## config.mk

```make
export PLATFORM = sky130hd
export DESIGN_NAME = stack_ctrl
export DESIGN_NICKNAME = d
export VERILOG_FILES = /design/src/rtl/stack_pkg.sv /design/src/rtl/stack_ctrl.sv
export SDC_FILE = /design/constraint.sdc
export NUM_CORES = 1
export LEC_CHECK = 0
export ABC_AREA = 1
export CORE_UTILIZATION = 25
export CTS_CLUSTER_SIZE = 12
export DETAILED_ROUTE_END_ITERATION = 12
export GPL_TIMING_DRIVEN = 0
export PLACE_DENSITY = 0.6
export RECOVER_POWER = 25
export REMOVE_ABC_BUFFERS = 1
export SYNTH_ARGS = -nofsm -noshare
export SYNTH_HDL_FRONTEND = slang
export SYNTH_SLANG_ARGS = --single-unit
```

## constraint.sdc

```tcl
create_clock -name clk -period 2.7 [get_ports clk]
set_input_delay 0.27 -clock clk [delete_from_list [all_inputs] [get_ports clk]]
set_output_delay 0.27 -clock clk [all_outputs]
set_load 0.1 [all_outputs]
```

## src/rtl/stack_pkg.sv

```systemverilog
// Shared encodings for the LSU stack sequencer and the LSU top that wires it to sp.
package stack_pkg;
  typedef enum logic [2:0] {IDLE, WR, INC, DEC, RD} state_t;

  localparam logic SP_INC = 1'b1;
  localparam logic SP_DEC = 1'b0;
endpackage

```

## src/rtl/stack_ctrl.sv

```systemverilog
// Push/pop sequencer: steps the sibling sp register and issues one memory word
// transaction per operation, with sticky overflow/underflow flags.
module stack_ctrl
  import stack_pkg::*;
#(
  parameter int          AW          = 16,
  parameter int          DW          = 16,
  parameter logic [15:0] STACK_BASE  = 16'h0100,
  parameter logic [15:0] STACK_LIMIT = 16'h0200
) (
  input  logic          clk,
  input  logic          rst,
  input  logic          op_valid,
  input  logic          op_push,
  input  logic [DW-1:0] op_wdata,
  output logic          op_ready,
  output logic          pop_valid,
  output logic [DW-1:0] pop_data,
  input  logic [AW-1:0] sp_q,
  output logic          sp_d,
  output logic          sp_en,
  output logic          mem_req,
  output logic          mem_we,
  output logic [AW-1:0] mem_addr,
  output logic [DW-1:0] mem_wdata,
  input  logic          mem_ack,
  input  logic [DW-1:0] mem_rdata,
  output logic          err_overflow,
  output logic          err_underflow,
  input  logic          err_clr,
  output logic [AW-1:0] depth
);

  state_t state;
  logic   full;
  logic   empty;

  assign full     = (sp_q == AW'(STACK_LIMIT));
  assign empty    = (sp_q == AW'(STACK_BASE));
  assign op_ready = (state == IDLE);
  assign depth    = sp_q - AW'(STACK_BASE);

  always_ff @(posedge clk or negedge rst) begin
    if (!rst) begin
      state         <= IDLE;
      pop_valid     <= 1'b0;
      pop_data      <= '0;
      sp_d          <= SP_DEC;
      sp_en         <= 1'b0;
      mem_req       <= 1'b0;
      mem_we        <= 1'b0;
      mem_addr      <= '0;
      mem_wdata     <= '0;
      err_overflow  <= 1'b0;
      err_underflow <= 1'b0;
    end else begin
      sp_en     <= 1'b0;
      pop_valid <= 1'b0;
      // Clear first so that an error raised in the same cycle wins.
      if (err_clr) begin
        err_overflow  <= 1'b0;
        err_underflow <= 1'b0;
      end
      case (state)
        IDLE: begin
          if (op_valid) begin
            if (op_push) begin
              if (full) begin
                err_overflow <= 1'b1;
              end else begin
                state     <= WR;
                mem_req   <= 1'b1;
                mem_we    <= 1'b1;
                mem_addr  <= sp_q;
                mem_wdata <= op_wdata;
              end
            end else begin
              if (empty) begin
                err_underflow <= 1'b1;
              end else begin
                state <= DEC;
                sp_en <= 1'b1;
                sp_d  <= SP_DEC;
              end
            end
          end
        end
        WR: begin
          if (mem_ack) begin
            mem_req <= 1'b0;
            state   <= INC;
            sp_en   <= 1'b1;
            sp_d    <= SP_INC;
          end
        end
        INC: state <= IDLE;
        DEC: begin
          // sp steps on this same edge, so the address it will hold is sp_q - 1.
          state    <= RD;
          mem_req  <= 1'b1;
          mem_we   <= 1'b0;
          mem_addr <= sp_q - AW'(1);
        end
        RD: begin
          if (mem_ack) begin
            mem_req   <= 1'b0;
            pop_data  <= mem_rdata;
            pop_valid <= 1'b1;
            state     <= IDLE;
          end
        end
        default: state <= IDLE;
      endcase
    end
  end

endmodule

```

### Word-level counts from Yosys, hierarchy flattened

Index checks and enable logic that the tools add are counted.

* bits in registers: 58
* latch bits: 0
* bits in writable memories: 0
* ROM bits: 0
* logic and storage cells: 78
* memories: 0

* add/sub/neg operators: 2
* multiply operators: 0
* div/mod/pow operators: 0
* order comparisons: 0
* equal/unequal tests: 15
* shift-type cells: 0
* multiplexer cells: 38
* bitwise logic cells: 1
* reduce and logical (&&, ||, !) cells: 11

Operators by type and width (count)
* $mux W16: 3
* $pmux W16 S2: 1
* $mux W1: 23
* $mux W3: 6
* $eq A16 B10 Y1 const B: 1
* $eq A16 B9 Y1 const B: 1
* $sub A16 B1 Y16 const B: 1
* $sub A16 B9 Y16 const B: 1
* $reduce_and A5 Y1: 3
* $ne A2 B2 Y1 const B: 7
* $pmux W3 S4: 1
* $reduce_and A4 Y1: 2
* $ne A3 B3 Y1 const B: 2
* $pmux W1 S2: 3
* $reduce_bool A2 Y1: 2
* $eq A3 B1 Y1 const B: 1
* $eq A3 B2 Y1 const B: 1
* $eq A3 B3 Y1 const B: 1
* $logic_not A3 Y1: 1
* $pmux W1 S3: 1
* $reduce_bool A3 Y1: 1
* $ne A2 B1 Y1 const B: 1
* $reduce_and A2 Y1: 1
* $reduce_or A2 Y1: 1
* $not A1 Y1: 1

### Longest topological paths before layout

Gate-level depths: netlist of the first run.

* depth after elaboration: 5
* gate-level depth with buffers: 11
* gate-level depth less buffers: 11

### Least setup slack after synthesis of the first run

Ideal clock, no wire load.

* path kind: input port to output port
* from: in sp_q[8]
* to: out depth[14]
* arrival time: 3.025 ns
* slack: -0.595 ns
* cell stages on the path: 6
* cells stage by stage: inv_1 -> ha_1 -> inv_1 -> nor2_1 -> nand2_1 -> xor2_1

* longest elaborated chain between the ends: 1

Ends and longest elaborated chain
* from (decl): line stack_ctrl.sv:19 `input logic [AW-1:0] sp_q,`
* $sub A16 B9 Y16: line stack_ctrl.sv:41 `assign depth = sp_q - AW'(STACK_BASE);`
* to (decl): line stack_ctrl.sv:31 `output logic [AW-1:0] depth`

Every way passes these cells.

### Final worst setup path of the first run

* from: in sp_q[8]
* to: out depth[10]

The elaborated chain is that of the path after synthesis.

==> flow_summary.html, run 1 <==
<table>
<tr><th>Metric</th><th>Value</th></tr>
<tr><th colspan="2">Routing</th></tr>
<tr><td>Count of vias placed by the detailed router</td><td>2757</td></tr>
<tr><td>Via-to-Cell Ratio</td><td>4.103</td></tr>
<tr><td>Count of routing violations after the opening detailed-route iteration</td><td>103</td></tr>
<tr><td>Number of detailed-routing iterations run before antenna repair</td><td>4</td></tr>
<tr><td>Detail-routed net length per standard cell</td><td>11.69 um</td></tr>
<tr><td>Drt drc</td><td>0</td></tr>
<tr><td>Antenna Violating Nets Remaining</td><td>0</td></tr>
<tr><td>Final Routed Wirelength</td><td>7853 um</td></tr>
<tr><th colspan="2">Yosys</th></tr>
<tr><td>Top cells by area, synth</td><td>sky130_fd_sc_hd__dfrtp_1, sky130_fd_sc_hd__nand2_1, sky130_fd_sc_hd__inv_1</td></tr>
<tr><td>Mapped Cells</td><td>377</td></tr>
<tr><td>Mapped Avg Cell Area</td><td>8.393 sq um</td></tr>
<tr><td>Number of flip-flops and latches in the synthesized netlist</td><td>58</td></tr>
<tr><td>Post-synth EDFFs</td><td>0</td></tr>
<tr><td>Most area-hungry cell type in the Yosys netlist</td><td>sky130_fd_sc_hd__dfrtp_1</td></tr>
<tr><td>Synth Flop Type</td><td>sky130_fd_sc_hd__dfrtp_1</td></tr>
<tr><td>Unique cell type count in the Yosys netlist</td><td>28</td></tr>
<tr><td>Warnings from Yosys</td><td>0</td></tr>
<tr><td>Post-synth top cells</td><td>sky130_fd_sc_hd__nand2_1, sky130_fd_sc_hd__dfrtp_1, sky130_fd_sc_hd__inv_1</td></tr>
<tr><td>Leading cell type by number of instances after synthesis</td><td>sky130_fd_sc_hd__nand2_1</td></tr>
<tr><td>Async set-or-reset flop fraction in the synthesized netlist</td><td>100.0%</td></tr>
<tr><td>Proportion of synthesized chip area in sequential cells</td><td>45.87%</td></tr>
<tr><td>Fraction of synthesized cell area taken by the top area cell type</td><td>45.87%</td></tr>
<tr><td>Area of the mapped netlist</td><td>3164 sq um</td></tr>
<tr><th colspan="2">Placement</th></tr>
<tr><td>Area post-placement</td><td>4496 sq um</td></tr>
<tr><td>Input/output buffers</td><td>125</td></tr>
<tr><td>Gp weighted congestion</td><td>0.8597</td></tr>
<tr><td>Post-detail-place hpwl</td><td>6055 um</td></tr>
<tr><th colspan="2">Min path</th></tr>
<tr><td>Worst min-delay path endpoint</td><td>pop_data[13]</td></tr>
<tr><td>Worst hold stages</td><td>2</td></tr>
<tr><td>Min-delay src</td><td>pop_data[13]</td></tr>
<tr><td>Classification of the worst-slack hold path</td><td>reg2reg</td></tr>
<tr><th colspan="2">Timing</th></tr>
<tr><td>Slew of the pin with the lowest slew margin</td><td>1.097 ns</td></tr>
<tr><td>Final Max Slew Viols</td><td>0</td></tr>
<tr><td>Worst clock skew on the final layout</td><td>0.006623 ns</td></tr>
<tr><td>Sum of negative setup slack</td><td>0 ns</td></tr>
<tr><td>RSZ-0062 raised after global routing</td><td>false</td></tr>
<tr><td>Crit share post-route</td><td>95.15%</td></tr>
<tr><td>Post-layout minimum cycle time</td><td>2.569 ns</td></tr>
<tr><td>Final hold vios</td><td>0</td></tr>
<tr><td>Max Fclk</td><td>389.3 MHz</td></tr>
<tr><td>Tightest hold margin</td><td>0.4712 ns</td></tr>
<tr><td>Worst relative slew slack</td><td>26.85%</td></tr>
<tr><td>Count of final setup violators</td><td>0</td></tr>
<tr><th colspan="2">Global routing</th></tr>
<tr><td>Residual overflow from global routing</td><td>0</td></tr>
<tr><td>Total track usage</td><td>12.83%</td></tr>
<tr><td>Via count of the first global-routing pass</td><td>2744</td></tr>
<tr><td>Largest net degree at the start of global routing</td><td>40</td></tr>
<tr><td>Number of antenna violations at the first check in global routing</td><td>0</td></tr>
<tr><td>Wire length of the first global-routing pass</td><td>13010 um</td></tr>
<tr><th colspan="2">Floorplanning</th></tr>
<tr><td>Core footprint</td><td>12160 sq um</td></tr>
<tr><td>Effective utilization at floorplan</td><td>26.02%</td></tr>
<tr><td>Width of the die</td><td>114.5 um</td></tr>
<tr><td>Area of the die</td><td>13110 sq um</td></tr>
<tr><td>Chip height</td><td>114.5 um</td></tr>
<tr><td>Top Ports</td><td>126</td></tr>
<tr><td>Placement row count</td><td>40</td></tr>
<tr><th colspan="2">Setup path</th></tr>
<tr><td>Crit Reg-Reg Startpoint</td><td>state[1]</td></tr>
<tr><td>Critical Path End Type</td><td>output pin</td></tr>
<tr><td>Top cell family by delay on the critical path</td><td>buffers and inverters</td></tr>
<tr><td>Data required time of the critical path</td><td>2.43 ns</td></tr>
<tr><td>WP data arrival</td><td>2.30 ns</td></tr>
<tr><td>Levels on crit path</td><td>5</td></tr>
<tr><td>Cell with the biggest individual delay on the critical path</td><td>sky130_fd_sc_hd__dlygate4sd2_1</td></tr>
<tr><td>Count of buffering cells on the critical path with inverters included</td><td>3</td></tr>
<tr><td>Worst setup SP type</td><td>input pin</td></tr>
<tr><td>Internal reg-to-reg setup slack</td><td>0.96 ns</td></tr>
<tr><td>Depth of the worst register-to-register path</td><td>6</td></tr>
<tr><td>Critical Path, Cell by Cell</td><td>clkdlybuf4s50_1 &gt; inv_1 &gt; ha_1 &gt; xor2_1 &gt; dlygate4sd2_1</td></tr>
<tr><td>Worst Setup Path Type</td><td>in2out</td></tr>
<tr><td>Peak fanout along the critical path</td><td>6</td></tr>
<tr><td>R2r endpoint</td><td>mem_wdata[11]</td></tr>
<tr><td>Crit-path max cell delay</td><td>0.87 ns</td></tr>
<tr><th colspan="2">Job</th></tr>
<tr><td>Number of maximum-capacitance constraint violations</td><td>0</td></tr>
<tr><th colspan="2">CTS</th></tr>
<tr><td>TritonCTS clock tree</td><td>built</td></tr>
<tr><td>Clk Tree Root Cell</td><td>sky130_fd_sc_hd__clkbuf_16</td></tr>
<tr><td>Maximum buffer depth of the clock tree</td><td>2</td></tr>
<tr><td>Clock insertion delay at the later pin of the skew report</td><td>0.33 ns</td></tr>
<tr><td>Clock transition time at the flip-flop clock pins of the worst setup and hold paths</td><td>0.05 ns</td></tr>
<tr><td>Number of H-tree branching levels</td><td>3</td></tr>
<tr><td>Number of buffers added by the clock tree synthesis step</td><td>9</td></tr>
<tr><td>Sink count of the clock tree</td><td>58</td></tr>
<tr><td>Postcts setup bufs</td><td>0</td></tr>
<tr><th colspan="2">Layout</th></tr>
<tr><td>Final design utilization</td><td>39.25%</td></tr>
<tr><td>Number of antenna diodes</td><td>0</td></tr>
<tr><td># nets final</td><td>558</td></tr>
<tr><td>Summed area of non-filler cells in the final layout</td><td>4773 sq um</td></tr>
<tr><td>Area added between synthesis and finish</td><td>50.85%</td></tr>
<tr><td>Ratio of cells with drive above 1 in the final layout</td><td>14.09%</td></tr>
<tr><th colspan="2">Run status</th></tr>
<tr><td>Run status</td><td>finished, final reports clean</td></tr>
</table>
-- metal layers --
metal | vias to the layer above | GRT usage (%) | part of all wire (%)
met2 | 99 | 20.32 | 45
met4 | 0 | 6.667 | 1.3
met5 | - | 0 | 0
met3 | 10 | 3.229 | 6.2
li1 | 1409 | - | -
met1 | 1239 | 16.12 | 48
-- tightest hold or removal path, cell delays in order, from the launching register on --
cell	delay (ns)
sky130_fd_sc_hd__dfrtp_1	0.34
sky130_fd_sc_hd__nand2_1	0.05
sky130_fd_sc_hd__nand2_1	0.05
-- through the flow --
stage	worst slack, ns	std cells
floorplan	-0.5955	361
global placement	-0.5839	654
detailed placement	-0.5172	655
CTS	0.01884	672
global route	0.01673	672
finish	0.1311	672
-- repair_timing --
item	CTS	global route
resized for setup	11	10
setup endpoints to repair	7	5
hold buffers	1	0
hold endpoints to repair	19	0
-- cells by family (layout without fill, tap and decap cells) --
family                   after synthesis  count (layout)  share of synthesized area [%]
AO/OA/AOI/OAI                         34              34                          6.920
XOR/XNOR                              14              14                          3.875
adder cells (fa/ha/maj)                5               5                          1.977
buffers and inverters                 61             188                          10.00
flip-flops                            58              58                          45.87
AND/OR/NAND/NOR                      205             205                          31.36
-- final cells by class --
class / instances / area, sq um
clock buffers: 11 / 252.7
fillers: 1252 / 7388
inverters: 45 / 171.4
multi-input cells: 258 / 1394
clock inverters: 5 / 52.55
well taps: 168 / 210.2
repair buffers: 127 / 1241
flip-flops and latches: 58 / 1451
-- cell usage in the layout, fill, tap and decap left out, types with 2 or more instances in the layout --
cell	netlist	final
sky130_fd_sc_hd__inv_1	42	42
sky130_fd_sc_hd__dlygate4sd2_1	0	3
sky130_fd_sc_hd__xnor2_1	4	4
sky130_fd_sc_hd__clkbuf_16	0	9
sky130_fd_sc_hd__nand3_1	13	13
sky130_fd_sc_hd__nor2_2	3	2
sky130_fd_sc_hd__ha_1	5	5
sky130_fd_sc_hd__nor3_1	3	3
sky130_fd_sc_hd__clkdlybuf4s50_1	0	116
sky130_fd_sc_hd__inv_2	2	2
sky130_fd_sc_hd__dfrtp_1	58	58
sky130_fd_sc_hd__nand2_4	4	4
sky130_fd_sc_hd__nor2_1	21	22
sky130_fd_sc_hd__nand2_2	19	19
sky130_fd_sc_hd__nand4_1	5	5
sky130_fd_sc_hd__nor2_4	6	6
sky130_fd_sc_hd__o21ai_2	12	12
sky130_fd_sc_hd__clkinv_2	0	3
sky130_fd_sc_hd__clkbuf_2	0	3
sky130_fd_sc_hd__clkbuf_8	0	2
sky130_fd_sc_hd__o21ai_1	16	16
sky130_fd_sc_hd__nand2_1	126	126
sky130_fd_sc_hd__xor2_1	10	10
sky130_fd_sc_hd__o21ai_0	5	5
-- flip-flops by register name, indices dropped and copies added (netlist names), 3 cells and up --
name and count:
mem_addr 16, mem_wdata 16, pop_data 16, state 3
-- worst max-delay path by stage --
stage	from	to	slack (ns)
6_report	sp_q[8]	depth[10]	0.13
4_1_cts	sp_q[13]	depth[15]	0.02
3_3_place_gp	sp_q[8]	depth[14]	-0.58
2_1_floorplan	sp_q[8]	depth[14]	-0.60
5_1_grt	sp_q[8]	depth[10]	0.02
3_5_place_dp	sp_q[8]	depth[14]	-0.52
Power of run 1 is left out: the tool's default activity adds up to more than one toggle a clock period on the data nets, which glitch-free logic cannot reach.
==> inputs of run 2 (changes only) <==
--- a/config.mk
+++ b/config.mk
@@ -12,7 +12,6 @@
 export GPL_TIMING_DRIVEN = 0
 export PLACE_DENSITY = 0.6
 export RECOVER_POWER = 25
-export REMOVE_ABC_BUFFERS = 1
 export SYNTH_ARGS = -nofsm -noshare
 export SYNTH_HDL_FRONTEND = slang
 export SYNTH_SLANG_ARGS = --single-unit
==> flow_summary.html, run 2 (synthesis gave the netlist of run 1 again) <==
<table>
<tr><th>Metric</th><th>Value</th></tr>
<tr><th colspan="2">Setup path</th></tr>
<tr><td>Cell with the biggest individual delay on the critical path</td><td>sky130_fd_sc_hd__clkdlybuf4s15_1</td></tr>
<tr><td>CP Launch Point</td><td>sp_q[10]</td></tr>
<tr><td>Count of buffering cells on the critical path with inverters included</td><td>2 (-1)</td></tr>
<tr><td>Critical Path End Type</td><td>output pin</td></tr>
<tr><td>Crit-path max cell delay</td><td>0.85 ns (-0.02 ns)</td></tr>
<tr><td>Worst Setup Path Type</td><td>in2out</td></tr>
<tr><td>Worst setup SP type</td><td>input pin</td></tr>
<tr><td>Top cell family by delay on the critical path</td><td>buffers and inverters</td></tr>
<tr><td>Data required time of the critical path</td><td>2.43 ns (about the same)</td></tr>
<tr><td>Critical Path, Cell by Cell</td><td>clkdlybuf4s50_1 &gt; nor2_1 &gt; nand2_1 &gt; nor2_1 &gt; xor2_1 &gt; clkdlybuf4s15_1</td></tr>
<tr><td>Crit Reg-Reg Startpoint</td><td>state[1]</td></tr>
<tr><td>R2r endpoint</td><td>pop_data[10]</td></tr>
<tr><td>Internal reg-to-reg setup slack</td><td>1.12 ns (+0.16 ns)</td></tr>
<tr><td>Crit-path most repeated cell</td><td>sky130_fd_sc_hd__nor2_1</td></tr>
<tr><td>Peak fanout along the critical path</td><td>4 (-2)</td></tr>
<tr><td>WP data arrival</td><td>2.37 ns (+0.07 ns)</td></tr>
<tr><td>Depth of the worst register-to-register path</td><td>7 (+1)</td></tr>
<tr><th colspan="2">Timing</th></tr>
<tr><td>Crit share post-route</td><td>97.91% (+2.8 points)</td></tr>
<tr><td>Final Max Slew Viols</td><td>32 (+32)</td></tr>
<tr><td>Max Fclk</td><td>378.3 MHz (-2.8%)</td></tr>
<tr><td>Worst clock skew on the final layout</td><td>0.005336 ns (-0.001286 ns)</td></tr>
<tr><td>Slew of the pin with the lowest slew margin</td><td>1.789 ns (+0.6922 ns)</td></tr>
<tr><td>Tightest hold margin</td><td>0.4212 ns (-0.04991 ns)</td></tr>
<tr><td>Worst relative slew slack</td><td>-19.29% (-46 points)</td></tr>
<tr><td>Final hold vios</td><td>0 (unchanged)</td></tr>
<tr><td>Post-layout minimum cycle time</td><td>2.644 ns (+0.07467 ns)</td></tr>
<tr><td>Count of final setup violators</td><td>0 (unchanged)</td></tr>
<tr><td>RSZ-0062 raised after global routing</td><td>false</td></tr>
<tr><th colspan="2">Layout</th></tr>
<tr><td>Top Registers</td><td>mem_addr x16, mem_wdata x16, pop_data x16</td></tr>
<tr><td>Fill count</td><td>1233 (-1.5%)</td></tr>
<tr><td># nets final</td><td>573 (+2.7%)</td></tr>
<tr><td>Ratio of cells with drive above 1 in the final layout</td><td>17.53% (+3.4 points)</td></tr>
<tr><td>Commonest cells after routing, fill and taps aside</td><td>sky130_fd_sc_hd__nand2_1, sky130_fd_sc_hd__clkdlybuf4s50_1, sky130_fd_sc_hd__dfrtp_1, sky130_fd_sc_hd__inv_1, sky130_fd_sc_hd__nor2_1</td></tr>
<tr><td>Number of antenna diodes</td><td>0 (unchanged)</td></tr>
<tr><td>Most common cell after layout, fill and taps aside</td><td>sky130_fd_sc_hd__nand2_1</td></tr>
<tr><td>Area added between synthesis and finish</td><td>56.58%</td></tr>
<tr><th colspan="2">Routing</th></tr>
<tr><td>Count of routing violations after the opening detailed-route iteration</td><td>124 (+20%)</td></tr>
<tr><td>Drt drc</td><td>0 (unchanged)</td></tr>
<tr><td>Count of vias placed by the detailed router</td><td>2826 (+2.5%)</td></tr>
<tr><td>Via-to-Cell Ratio</td><td>4.114 (+0.26%)</td></tr>
<tr><td>Detail-routed net length per standard cell</td><td>12.50 um (+6.9%)</td></tr>
<tr><td>Final Routed Wirelength</td><td>8585 um (+9.3%)</td></tr>
<tr><td>Antenna Violating Nets Remaining</td><td>0 (unchanged)</td></tr>
<tr><td>Number of detailed-routing iterations run before antenna repair</td><td>4 (unchanged)</td></tr>
<tr><th colspan="2">CTS</th></tr>
<tr><td>Sink count of the clock tree</td><td>58 (unchanged)</td></tr>
<tr><td>Maximum buffer depth of the clock tree</td><td>2 (unchanged)</td></tr>
<tr><td>Hold-fix buffers at CTS</td><td>0 (-1)</td></tr>
<tr><td>Clk Tree Root Cell</td><td>sky130_fd_sc_hd__clkbuf_16</td></tr>
<tr><td>Number of H-tree branching levels</td><td>3 (unchanged)</td></tr>
<tr><td>Number of buffers added by the clock tree synthesis step</td><td>9 (unchanged)</td></tr>
<tr><td>Clock transition time at the flip-flop clock pins of the worst setup and hold paths</td><td>0.05 ns (about the same)</td></tr>
<tr><td>Clock insertion delay at the later pin of the skew report</td><td>0.32 ns (about the same)</td></tr>
<tr><td>TritonCTS clock tree</td><td>built</td></tr>
<tr><td>Postcts setup bufs</td><td>0 (unchanged)</td></tr>
<tr><th colspan="2">Global routing</th></tr>
<tr><td>Via count of the first global-routing pass</td><td>2772 (+1.0%)</td></tr>
<tr><td>Wire length of the first global-routing pass</td><td>13920 um (+7.0%)</td></tr>
<tr><td>Largest net degree at the start of global routing</td><td>32 (-20%)</td></tr>
<tr><td>Total track usage</td><td>13.85% (+1.0 points)</td></tr>
<tr><td>Number of antenna violations at the first check in global routing</td><td>0 (unchanged)</td></tr>
<tr><td>Residual overflow from global routing</td><td>0 (unchanged)</td></tr>
<tr><th colspan="2">Floorplanning</th></tr>
<tr><td>Width of the die</td><td>114.5 um (unchanged)</td></tr>
<tr><td>Effective utilization at floorplan</td><td>26.02% (unchanged)</td></tr>
<tr><td>Area of the die</td><td>13110 sq um (unchanged)</td></tr>
<tr><td>Core footprint</td><td>12160 sq um (unchanged)</td></tr>
<tr><td>Placement row count</td><td>40 (unchanged)</td></tr>
<tr><td>Chip height</td><td>114.5 um (unchanged)</td></tr>
<tr><td>Top Ports</td><td>126 (unchanged)</td></tr>
<tr><th colspan="2">Placement</th></tr>
<tr><td>Gp weighted congestion</td><td>0.7840 (-8.8%)</td></tr>
<tr><td>Input/output buffers</td><td>125 (unchanged)</td></tr>
<tr><td>Post-detail-place hpwl</td><td>6576 um (+8.6%)</td></tr>
<tr><th colspan="2">Min path</th></tr>
<tr><td>Classification of the worst-slack hold path</td><td>in2async</td></tr>
<tr><th colspan="2">Run status</th></tr>
<tr><td>Failing checks</td><td>capacitance limit, slew limit</td></tr>
<tr><td>Run status</td><td>finished, violations left</td></tr>
<tr><th colspan="2">Yosys</th></tr>
<tr><td>Post-synthesis net count</td><td>436</td></tr>
<tr><th colspan="2">Job</th></tr>
<tr><td>Number of maximum-capacitance constraint violations</td><td>1 (+1)</td></tr>
</table>
## run 2: cell count changes in the layout (fill, tap and decap cells not counted), sizes merged
| cell | previous run | this run |
|---|---|---|
| buf | 1 | 17 |
| clkinvlp | 1 | 2 |
| dlygate4sd3 | 1 | 0 |
| clkdlybuf4s15 | 0 | 1 |
| clkinv | 3 | 1 |
## run 2: stage by stage
| step | std cells | setup WS, ns | cell area [sq um] | utilization (%) | setup TNS, ns |
|---|---|---|---|---|---|
| after floorplan | 377 | -0.1875 | 3202 | - | -0.2571 |
| after global placement | 670 | -0.6691 | 4663 | 38.34 | -38.30 |
| after detailed placement | 671 | -0.7026 | 4678 | 38.47 | -2.121 |
| after CTS | 687 | 0.006196 | 4975 | 40.91 | 0 |
| after global routing | 687 | 0.003279 | 4955 | 40.74 | 0 |
| final | 687 | 0.05639 | 4955 | 40.74 | 0 |
## run 2: how the worst max path moves through the flow
stage | end | slack [ns] | depth (start not counted)
2_1_floorplan | depth[14] | -0.19 | 6
3_3_place_gp | depth[14] | -0.67 | 8
3_5_place_dp | depth[14] | -0.70 | 8
4_1_cts | depth[12] | 0.006 | 7
5_1_grt | depth[13] | 0.003 | 6
6_report | depth[13] | 0.06 | 6
## run 2: layer usage
layer	vias up	track usage, %	share of wire [%]
met1	1313	18.25	46
met2	75	21.86	47
met3	9	2.382	4.8
met5	-	0	0
met4	0	7.013	1.6
li1	1429	-	-
## run 2: worst register-to-register path: stages (launching register included)
cell and delay (ns):
sky130_fd_sc_hd__dfrtp_1 0.45, sky130_fd_sc_hd__nor2_2 0.17, sky130_fd_sc_hd__nand2_1 0.13, sky130_fd_sc_hd__nor2_4 0.26
sky130_fd_sc_hd__inv_2 0.13, sky130_fd_sc_hd__buf_2 0.21, sky130_fd_sc_hd__nand2_1 0.08, sky130_fd_sc_hd__nand2_1 0.05
## run 2: area by class of cell
type / instances / area [sq um] / area share [%]
Buffer: 16 / 145.1 / 2.929
Multi-Input combinational cell: 258 / 1434 / 28.94
Clock inverter: 4 / 50.05 / 1.010
Tap cell: 168 / 210.2 / 4.242
Inverter: 45 / 171.4 / 3.460
Sequential cell: 58 / 1451 / 29.29
Timing Repair Buffer: 126 / 1236 / 24.95
Clock buffer: 12 / 256.5 / 5.177
## run 2: timing repair
item                                    in CTS  in global routing
endpoints found under the setup margin       7                  5
cloned                                       0                  0
pin swaps                                    0                  0
resized for setup                           13                  7
Power of run 2 is left out for the same reason.
